`src/rtl/cache_control.sv`:
```
// Two-way set-associative cache controller: hit check, dirty-victim writeback,
// line allocate from physical memory, and saturating hit/miss statistics.
module cache_control #(
  parameter int TAG_WIDTH = 9,
  parameter int CNT_WIDTH = 16
) (
  input  logic                 clk,
  input  logic                 reset_n,
  input  logic                 mem_read,
  input  logic                 mem_write,
  input  logic [1:0]           mem_byte_enable,
  output logic                 mem_resp,
  input  logic [TAG_WIDTH-1:0] addr_tag,
  input  logic [TAG_WIDTH-1:0] tag0,
  input  logic [TAG_WIDTH-1:0] tag1,
  input  logic                 valid0,
  input  logic                 valid1,
  input  logic                 dirty0,
  input  logic                 dirty1,
  input  logic                 lru,
  output logic                 load_data0,
  output logic                 load_data1,
  output logic                 load_tag0,
  output logic                 load_tag1,
  output logic                 load_valid0,
  output logic                 load_valid1,
  output logic                 load_dirty0,
  output logic                 load_dirty1,
  output logic                 load_lru,
  output logic                 dirty_in,
  output logic                 lru_in,
  output logic                 datain_sel,
  output logic                 dataway_sel,
  output logic [1:0]           pmem_addr_sel,
  output logic                 pmem_read,
  output logic                 pmem_write,
  input  logic                 pmem_resp,
  output logic [CNT_WIDTH-1:0] hit_count,
  output logic [CNT_WIDTH-1:0] miss_count
);

  typedef enum logic [1:0] {IDLE, CHECK, WRITEBACK, ALLOCATE} state_e;

  state_e               state_q, state_d;
  logic                 victim_q, victim_d;
  logic [CNT_WIDTH-1:0] hit_q, hit_d, miss_q, miss_d;

  logic hit0, hit1, hit, req, victim_sel, victim_dirty;
  logic [1:0] ld_data, ld_tag, ld_valid, ld_dirty;

  assign hit0         = valid0 && (tag0 == addr_tag);
  assign hit1         = valid1 && (tag1 == addr_tag);
  assign hit          = hit0 || hit1;
  assign req          = mem_read || mem_write;
  assign victim_sel   = !valid0 ? 1'b0 : (!valid1 ? 1'b1 : lru);
  assign victim_dirty = victim_sel ? (valid1 && dirty1) : (valid0 && dirty0);

  // Outputs are decoded only while out of reset so every port reads 0 during reset.
  always_comb begin
    state_d       = state_q;
    victim_d      = victim_q;
    hit_d         = hit_q;
    miss_d        = miss_q;
    mem_resp      = 1'b0;
    ld_data       = '0;
    ld_tag        = '0;
    ld_valid      = '0;
    ld_dirty      = '0;
    load_lru      = 1'b0;
    dirty_in      = 1'b0;
    lru_in        = 1'b0;
    datain_sel    = 1'b0;
    dataway_sel   = 1'b0;
    pmem_addr_sel = 2'd0;
    pmem_read     = 1'b0;
    pmem_write    = 1'b0;
    if (reset_n) begin
      unique case (state_q)
        IDLE: if (req) state_d = CHECK;
        CHECK: begin
          if (!req) begin
            state_d = IDLE;
          end else if (hit) begin
            mem_resp    = 1'b1;
            dataway_sel = hit1;
            load_lru    = 1'b1;
            lru_in      = ~hit1;
            hit_d       = (hit_q == '1) ? hit_q : hit_q + CNT_WIDTH'(1);
            if (mem_write && (mem_byte_enable != 2'b00)) begin
              datain_sel = 1'b1;
              dirty_in   = 1'b1;
              ld_data    = hit1 ? 2'b10 : 2'b01;
              ld_dirty   = hit1 ? 2'b10 : 2'b01;
            end
            state_d = IDLE;
          end else begin
            miss_d   = (miss_q == '1) ? miss_q : miss_q + CNT_WIDTH'(1);
            victim_d = victim_sel;
            state_d  = victim_dirty ? WRITEBACK : ALLOCATE;
          end
        end
        WRITEBACK: begin
          pmem_write    = 1'b1;
          dataway_sel   = victim_q;
          pmem_addr_sel = victim_q ? 2'd2 : 2'd1;
          if (pmem_resp) state_d = ALLOCATE;
        end
        ALLOCATE: begin
          pmem_read   = 1'b1;
          dataway_sel = victim_q;
          if (pmem_resp) begin
            ld_data  = victim_q ? 2'b10 : 2'b01;
            ld_tag   = victim_q ? 2'b10 : 2'b01;
            ld_valid = victim_q ? 2'b10 : 2'b01;
            ld_dirty = victim_q ? 2'b10 : 2'b01;
            state_d  = req ? CHECK : IDLE;
          end
        end
        default: state_d = IDLE;
      endcase
    end
  end

  assign {load_data1,  load_data0}  = ld_data;
  assign {load_tag1,   load_tag0}   = ld_tag;
  assign {load_valid1, load_valid0} = ld_valid;
  assign {load_dirty1, load_dirty0} = ld_dirty;
  assign hit_count  = hit_q;
  assign miss_count = miss_q;

  always_ff @(posedge clk or negedge reset_n) begin
    if (!reset_n) begin
      state_q  <= IDLE;
      victim_q <= 1'b0;
      hit_q    <= '0;
      miss_q   <= '0;
    end else begin
      state_q  <= state_d;
      victim_q <= victim_d;
      hit_q    <= hit_d;
      miss_q   <= miss_d;
    end
  end

endmodule

```
`config.mk`:
```
export PLATFORM = sky130hd
export DESIGN_NAME = cache_control
export DESIGN_NICKNAME = d
export VERILOG_FILES = /design/src/rtl/cache_control.sv
export SDC_FILE = /design/constraint.sdc
export NUM_CORES = 1
export LEC_CHECK = 0
export BUFFER_PORTS_ARGS = -buffer_cell sky130_fd_sc_hd__buf_2
export CAP_MARGIN = 20
export CORE_MARGIN = 2
export CORE_UTILIZATION = 43
export DETAILED_ROUTE_END_ITERATION = 8
export PLACE_DENSITY = 0.73
export SETUP_SLACK_MARGIN = 0.4
export SYNTH_ARGS = -nofsm -noshare
export SYNTH_HDL_FRONTEND = slang
export SYNTH_SLANG_ARGS = --single-unit
```
`constraint.sdc`:
```
create_clock -name clk -period 2.7 [get_ports clk]
set_input_delay 0.54 -clock clk [delete_from_list [all_inputs] [get_ports clk]]
set_output_delay 0.54 -clock clk [all_outputs]
set_load 0.03 [all_outputs]
```
==> results by group, run 1 <==
Outcome
  – Status: completed

Final layout
  – Share of cells above drive strength 1: 0.441
  – # fillers: 396
  – Nets: 344
  – Register area: 877 µm²
  – N_diodes: 0
  – Syn-to-layout area delta: 45.2%
  – Area of the multi-input gates: 1290 µm²

Global routing
  – Number of global-route vias before repair: 1802
  – Global-route wire length before repair: 8380 µm
  – Largest net degree at the start of global routing: 39
  – Initial antenna violation count: 0
  – Global Route Usage Sum: 0.201
  – Total grt overflow: 0

Critical path
  – WP data arrival: 1850 ps
  – FF-to-FF End: hit_count[1]
  – RR Startpoint: hit_count[0]
  – Worst Setup End Kind: primary output
  – WS Path Type: input pin to primary output
  – R2r setup slk: 540 ps
  – CP Launch Type: input pin
  – Reg2Reg Depth: 7
  – Worst-path fanout max: 5
  – Req. time, crit path: 2160 ps

Die
  – Floorplan Core Area: 4690 µm²
  – Die width: 73.5 µm
  – FP Rows: 25
  – DIE AREA: 5410 µm²
  – Die Y-Extent: 73.5 µm
  – Initial Utilization: 0.443
  – IO Pins: 89

Timing
  – Setup TNS: 0 ps
  – RSZ-0062 raised after global routing: yes
  – Post-route minimum period: 2390 ps
  – Worst rel slew slack: 0.523
  – Max Clock Skew: 7.99 ps
  – Fmax: 418 MHz
  – Final worst path period share: 0.887
  – Final Max Slew Viols: 0
  – Final setup viols: 0
  – Final hold vios: 0
  – Pin slew with the least headroom to its limit: 711 ps
  – Worst hold slack: 262 ps

Routing
  – DR WL/cell: 14.5 µm
  – Total number of vias: 1949
  – Total wire length: 5190 µm
  – Vias/cell: 5.44
  – Drt first pass iters: 4
  – Initial DRC count: 136
  – Drc violations: 0
  – Remaining antenna violation count: 0

Synthesis
  – Post-synth top area share: 0.421
  – Syn_nets: 249
  – Register area share after synthesis: 0.421
  – Post-synthesis register bit count: 35
  – Largest cells by area after synthesis: dfrtp_1 (42%), xnor2_1 (13%), xor2_1 (7.6%), nand4_1 (5.1%), and3_1 (3.3%)
  – Synth Instances: 208
  – Cell Area, Synth: 2080 µm²
  – Count of cell types in the netlist: 30
  – Yosys top cell by area: dfrtp_1
  – Yosys Warn Count: 0
  – Post-Syn Area per Cell: 9.99 µm²

Pwr
  – P_leak: 1.47 nW
  – PwrDens: 588 nW/µm²
  – Peak supply drop: 0.668 mV

Clocking
  – H-tree depth: 2
  – CTS tree: yes
  – Clk buf depth: 2
  – Clock sinks: 35
  – CTS clock-pin slew for the worst setup and hold paths: 80 ps
  – Number of CTS-inserted buffers: 5
  – Root Buffer: clkbuf_8
  – Skew-Pair Late Insertion Delay: 290 ps

Run
  – Max Cap Viol: 0

Place
  – Port bufs: 88
  – GPL Wtd Cong: 0.810
  – HPWL Detailed: 3700 µm

Hold path
  – HP Class: input pin to asynchronous set/reset pin
## repair_timing
action                                  CTS  global route
hold buffers                              0             0
pin swaps                                12             7
cloned                                    0             0
buffers inserted                          5             0
endpoints found under the setup margin   10            18
gates resized for setup                  44            10
## cell usage in the layout, fill, tap and decap left out, types with 2 or more instances in the layout
master / netlist / final
buf_8: 0 / 2
nor3_1: 6 / 5
xnor2_2: 0 / 2
nor4_4: 2 / 2
dfrtp_1: 35 / 34
xnor2_1: 30 / 27
xor2_4: 0 / 2
clkbuf_8: 0 / 5
buf_4: 6 / 5
o21ai_0: 5 / 4
nor2_1: 14 / 10
nand2_1: 18 / 17
nand3_1: 12 / 12
and3_1: 11 / 9
inv_1: 4 / 4
a21oi_1: 5 / 5
ha_1: 2 / 2
nand4_1: 17 / 17
xor2_2: 0 / 2
mux2_2: 3 / 3
and2_4: 0 / 2
nor2_2: 0 / 2
and4_1: 2 / 2
o22ai_4: 0 / 2
nor2_4: 0 / 2
nor4_1: 4 / 4
bufinv_16: 0 / 2
buf_6: 1 / 18
buf_2: 0 / 71
xor2_1: 18 / 14
## cell usage after synthesis
library cell,instances
dfrtp_1,35
xnor2_1,30
nand2_1,18
xor2_1,18
nand4_1,17
nor2_1,14
nand3_1,12
and3_1,11
buf_4,6
nor3_1,6
a21oi_1,5
o21ai_0,5
inv_1,4
nor4_1,4
mux2_2,3
and2_1,2
and4_1,2
ha_1,2
nor4_4,2
o22ai_1,2
a211oi_4,1
a311oi_1,1
buf_6,1
clkbuf_1,1
nand4_4,1
nor3b_1,1
nor4b_4,1
o211ai_1,1
o31ai_1,1
or3_1,1
## critical path: stages
cell     delay (ps)
buf_8           100
xor2_4          180
nor4_4          350
nand4_4         180
o31ai_2         210
and2_4          170
buf_6           120
## power by group
part,switching (W),internal [W]
Clock,0.000196,0.000368
Sequential,0.0000961,0.000578
Combinational,0.000330,0.000205
## sequential cells by signal, indices dropped and copies added, names as in the netlist, named ones only
register,count
hit_count,16
miss_count,16
state_q,1
victim_q,1
## per-stage QoR
stage	util	power (W)	setup slack (ps)	instance area (µm²)	std cells
finish	0.643	0.00177	305	3020	358
global route	0.643	0.00187	241	3020	358
CTS	0.634	0.00177	310	2970	358
detailed placement	0.557	0.00116	139	2620	345
global placement	0.557	0.00115	195	2620	345
floorplan	-	0.00101	333	2150	208
## per-layer routing
layer | vias up | part of all wire | global-route usage
li1 | 924 | - | -
met1 | 950 | 0.42 | 0.257
met2 | 61 | 0.51 | 0.323
met3 | 14 | 0.040 | 0.0425
met4 | 0 | 0.030 | 0.0949
met5 | - | 0 | 0
## cells by family (layout without fill, tap and decap cells)
group	Yosys count	after routing	share of synthesized area
muxes	3	3	0.0163
and+or+nand+nor	92	92	0.261
xor gates and xnor gates	48	48	0.202
AOI/OAI and AO/OA	16	16	0.0512
DFF	35	35	0.421
buffers and inverters	12	108	0.0361
adders and majority gates	2	2	0.0120
## worst max path at each step
| stage | from | end | slack [ps] | cells past startpoint |
|---|---|---|---|---|
| after CTS | tag1[7] | dataway_sel | 310 | 7 |
| after detailed placement | addr_tag[2] | dataway_sel | 140 | 7 |
| final | tag1[7] | dataway_sel | 310 | 7 |
| after floorplan | addr_tag[2] | mem_resp | 330 | 6 |
| after global routing | tag1[7] | dataway_sel | 240 | 7 |
| after global placement | addr_tag[2] | dataway_sel | 190 | 7 |
## area by class of cell
class	instances	area share
Tap cell	54	0.0224
Multi-Input combinational cell	161	0.429
Clock inverter	3	0.0224
Timing Repair Buffer	96	0.207
Sequential cell	35	0.291
Clock buffer	5	0.0228
Inverter	4	0.00498
(Power assumes the default switching activity.)
==> inputs of run 2 (changes only) <==
--- a/config.mk
+++ b/config.mk
@@ -7,7 +7,7 @@
 export LEC_CHECK = 0
 export BUFFER_PORTS_ARGS = -buffer_cell sky130_fd_sc_hd__buf_2
 export CAP_MARGIN = 20
-export CORE_MARGIN = 2
+export CORE_MARGIN = 1.5
 export CORE_UTILIZATION = 43
 export DETAILED_ROUTE_END_ITERATION = 8
 export PLACE_DENSITY = 0.73
==> results by group, run 2 (synthesis gave the netlist of run 1 again) <==
Die
  – Floorplan Core Area: 4690 µm²
  – Die width: 72.5 µm
  – IO Pins: 89
  – DIE AREA: 5260 µm²
  – FP Rows: 25
  – Die Y-Extent: 72.5 µm
  – Initial Utilization: 0.443

Routing
  – Vias/cell: 5.23
  – Drc violations: 0
  – DR WL/cell: 14.6 µm
  – Initial DRC count: 144
  – Drt first pass iters: 4
  – Total wire length: 5290 µm
  – Total number of vias: 1897
  – Remaining antenna violation count: 0

Final layout
  – Share of cells above drive strength 1: 0.453
  – Syn-to-layout area delta: 46.8%
  – Most frequent cells in the layout: buf_2 (69), dfrtp_1 (35), xnor2_1 (22)
  – Area of the multi-input gates: 1320 µm²
  – Register area: 876 µm²
  – Commonest non-fill, non-tap cell in the layout: buf_2
  – N_diodes: 0
  – Nets: 349
  – Final instance area: 3050 µm²
  – # fillers: 375

Global routing
  – Global-route wire length before repair: 8350 µm
  – Global Route Usage Sum: 0.203
  – Total grt overflow: 0
  – Largest net degree at the start of global routing: 30
  – Number of global-route vias before repair: 1768
  – Initial antenna violation count: 0

Critical path
  – Worst-path fanout max: 5
  – Reg2Reg Depth: 7
  – Req. time, crit path: 2160 ps
  – Crit path depth: 7
  – Worst Setup End Kind: primary output
  – Slowest CP cell: nor4_4
  – CP Cell Sequence: buf_12 -> xor2_4 -> nor4_4 -> nand4_4 -> buf_4 -> and3_1 -> buf_4
  – CP bufs+invs: 3
  – CP delay by family, top: simple AND/OR/NAND/NOR gates
  – CP Launch Type: input pin
  – WP data arrival: 1840 ps
  – WS Path Type: input pin to primary output
  – Crit-path max cell delay: 330 ps
  – Cell mode on critical path: buf_4

Clocking
  – Root Buffer: clkbuf_8
  – H-tree depth: 2
  – Clock sinks: 35
  – CTS tree: yes
  – Skew-Pair Late Insertion Delay: 290 ps
  – CTS clock-pin slew for the worst setup and hold paths: 70 ps
  – Number of CTS-inserted buffers: 5
  – Clk buf depth: 2

Place
  – GPL Wtd Cong: 0.877
  – Port bufs: 88
  – HPWL Detailed: 3600 µm
  – DP Area: 2620 µm²

Pwr
  – Peak supply drop: 0.438 mV
  – PwrDens: 523 nW/µm²
  – P_leak: 1.52 nW

Timing
  – Final Max Slew Viols: 0
  – Final setup viols: 0
  – Post-route minimum period: 2380 ps
  – Fmax: 421 MHz
  – Setup TNS: 0 ps
  – Final hold vios: 0
  – Max Clock Skew: 4.54 ps
  – RSZ-0062 raised after global routing: yes
  – Pin slew with the least headroom to its limit: 633 ps
  – Final worst path period share: 0.881
  – Worst rel slew slack: 0.575

Run
  – Max Cap Viol: 0

Hold path
  – HP Class: input pin to asynchronous set/reset pin

Outcome
  – Status: completed
[run 2: cell count changes in the layout (fill, tap and decap cells not counted), moves of 2 or more]
cell,previous run,this run
buf_8,2,4
clkbuf_1,0,2
xnor2_1,27,22
buf_6,18,16
buf_2,71,69
xnor2_2,2,8
buf_4,5,11
bufinv_16,2,0
[run 2: per-stage QoR]
| stage | hold WS (ps) | utilization | setup WS (ps) | power (W) | instances |
|---|---|---|---|---|---|
| floorplan | 244 | - | 333 | 0.00101 | 208 |
| global placement | 414 | 0.559 | 195 | 0.00115 | 346 |
| detailed placement | 417 | 0.559 | 150 | 0.00116 | 346 |
| CTS | 103 | 0.621 | 304 | 0.00157 | 358 |
| global route | 122 | 0.650 | 265 | 0.00168 | 363 |
| finish | 115 | 0.650 | 322 | 0.00160 | 363 |
[run 2: per-layer routing]
layer / track usage / vias up / part of all wire
met2: 0.329 / 59 / 0.51
met1: 0.268 / 892 / 0.43
met5: 0 / - / 0
met3: 0.0486 / 15 / 0.041
met4: 0.0629 / 0 / 0.025
li1: - / 931 / -
[run 2: worst paths after layout]
kind	slack (ps)	start	to
max reg2reg	530	hit_count[0]	hit_count[1]
min reg2reg	490	hit_count[11]	hit_count[11]
min	110	reset_n	hit_count[7]
max	320	addr_tag[2]	lru_in
min in group clk	480	pmem_resp	flop
max in group asynchronous	2100	reset_n	miss_count[6]
[run 2: layout make-up]
cell class,count,share of cell area
multi-input combinational,161,0.434
sequential,35,0.287
timing repair buffer,101,0.226
clock buffer,7,0.0250
tap,54,0.0221
inverter,4,0.00492
clock inverter,1,0.00164
[run 2: repair_timing]
item	4_1_cts	5_1_grt
hold buffers	0	0
gates resized for setup	43	21
setup buffers	4	5
setup endpoints to repair	10	16
pin swaps	13	16
[run 2: power breakdown]
part / total (W) / switching, W / internal (W)
Clock: 0.000367 / 0.000186 / 0.000181
Combinational: 0.000554 / 0.000334 / 0.000220
Sequential: 0.000674 / 0.0000971 / 0.000577
[run 2: worst register-to-register path: cells and delay by family (launching register included)]
family                   cells  cell delay (ps)
buffers and inverters        1              190
AO/OA/AOI/OAI                1              170
AND/OR/NAND/NOR              3              600
flip-flops                   1              460
multiplexers                 1              350
adder cells (fa/ha/maj)      1              280
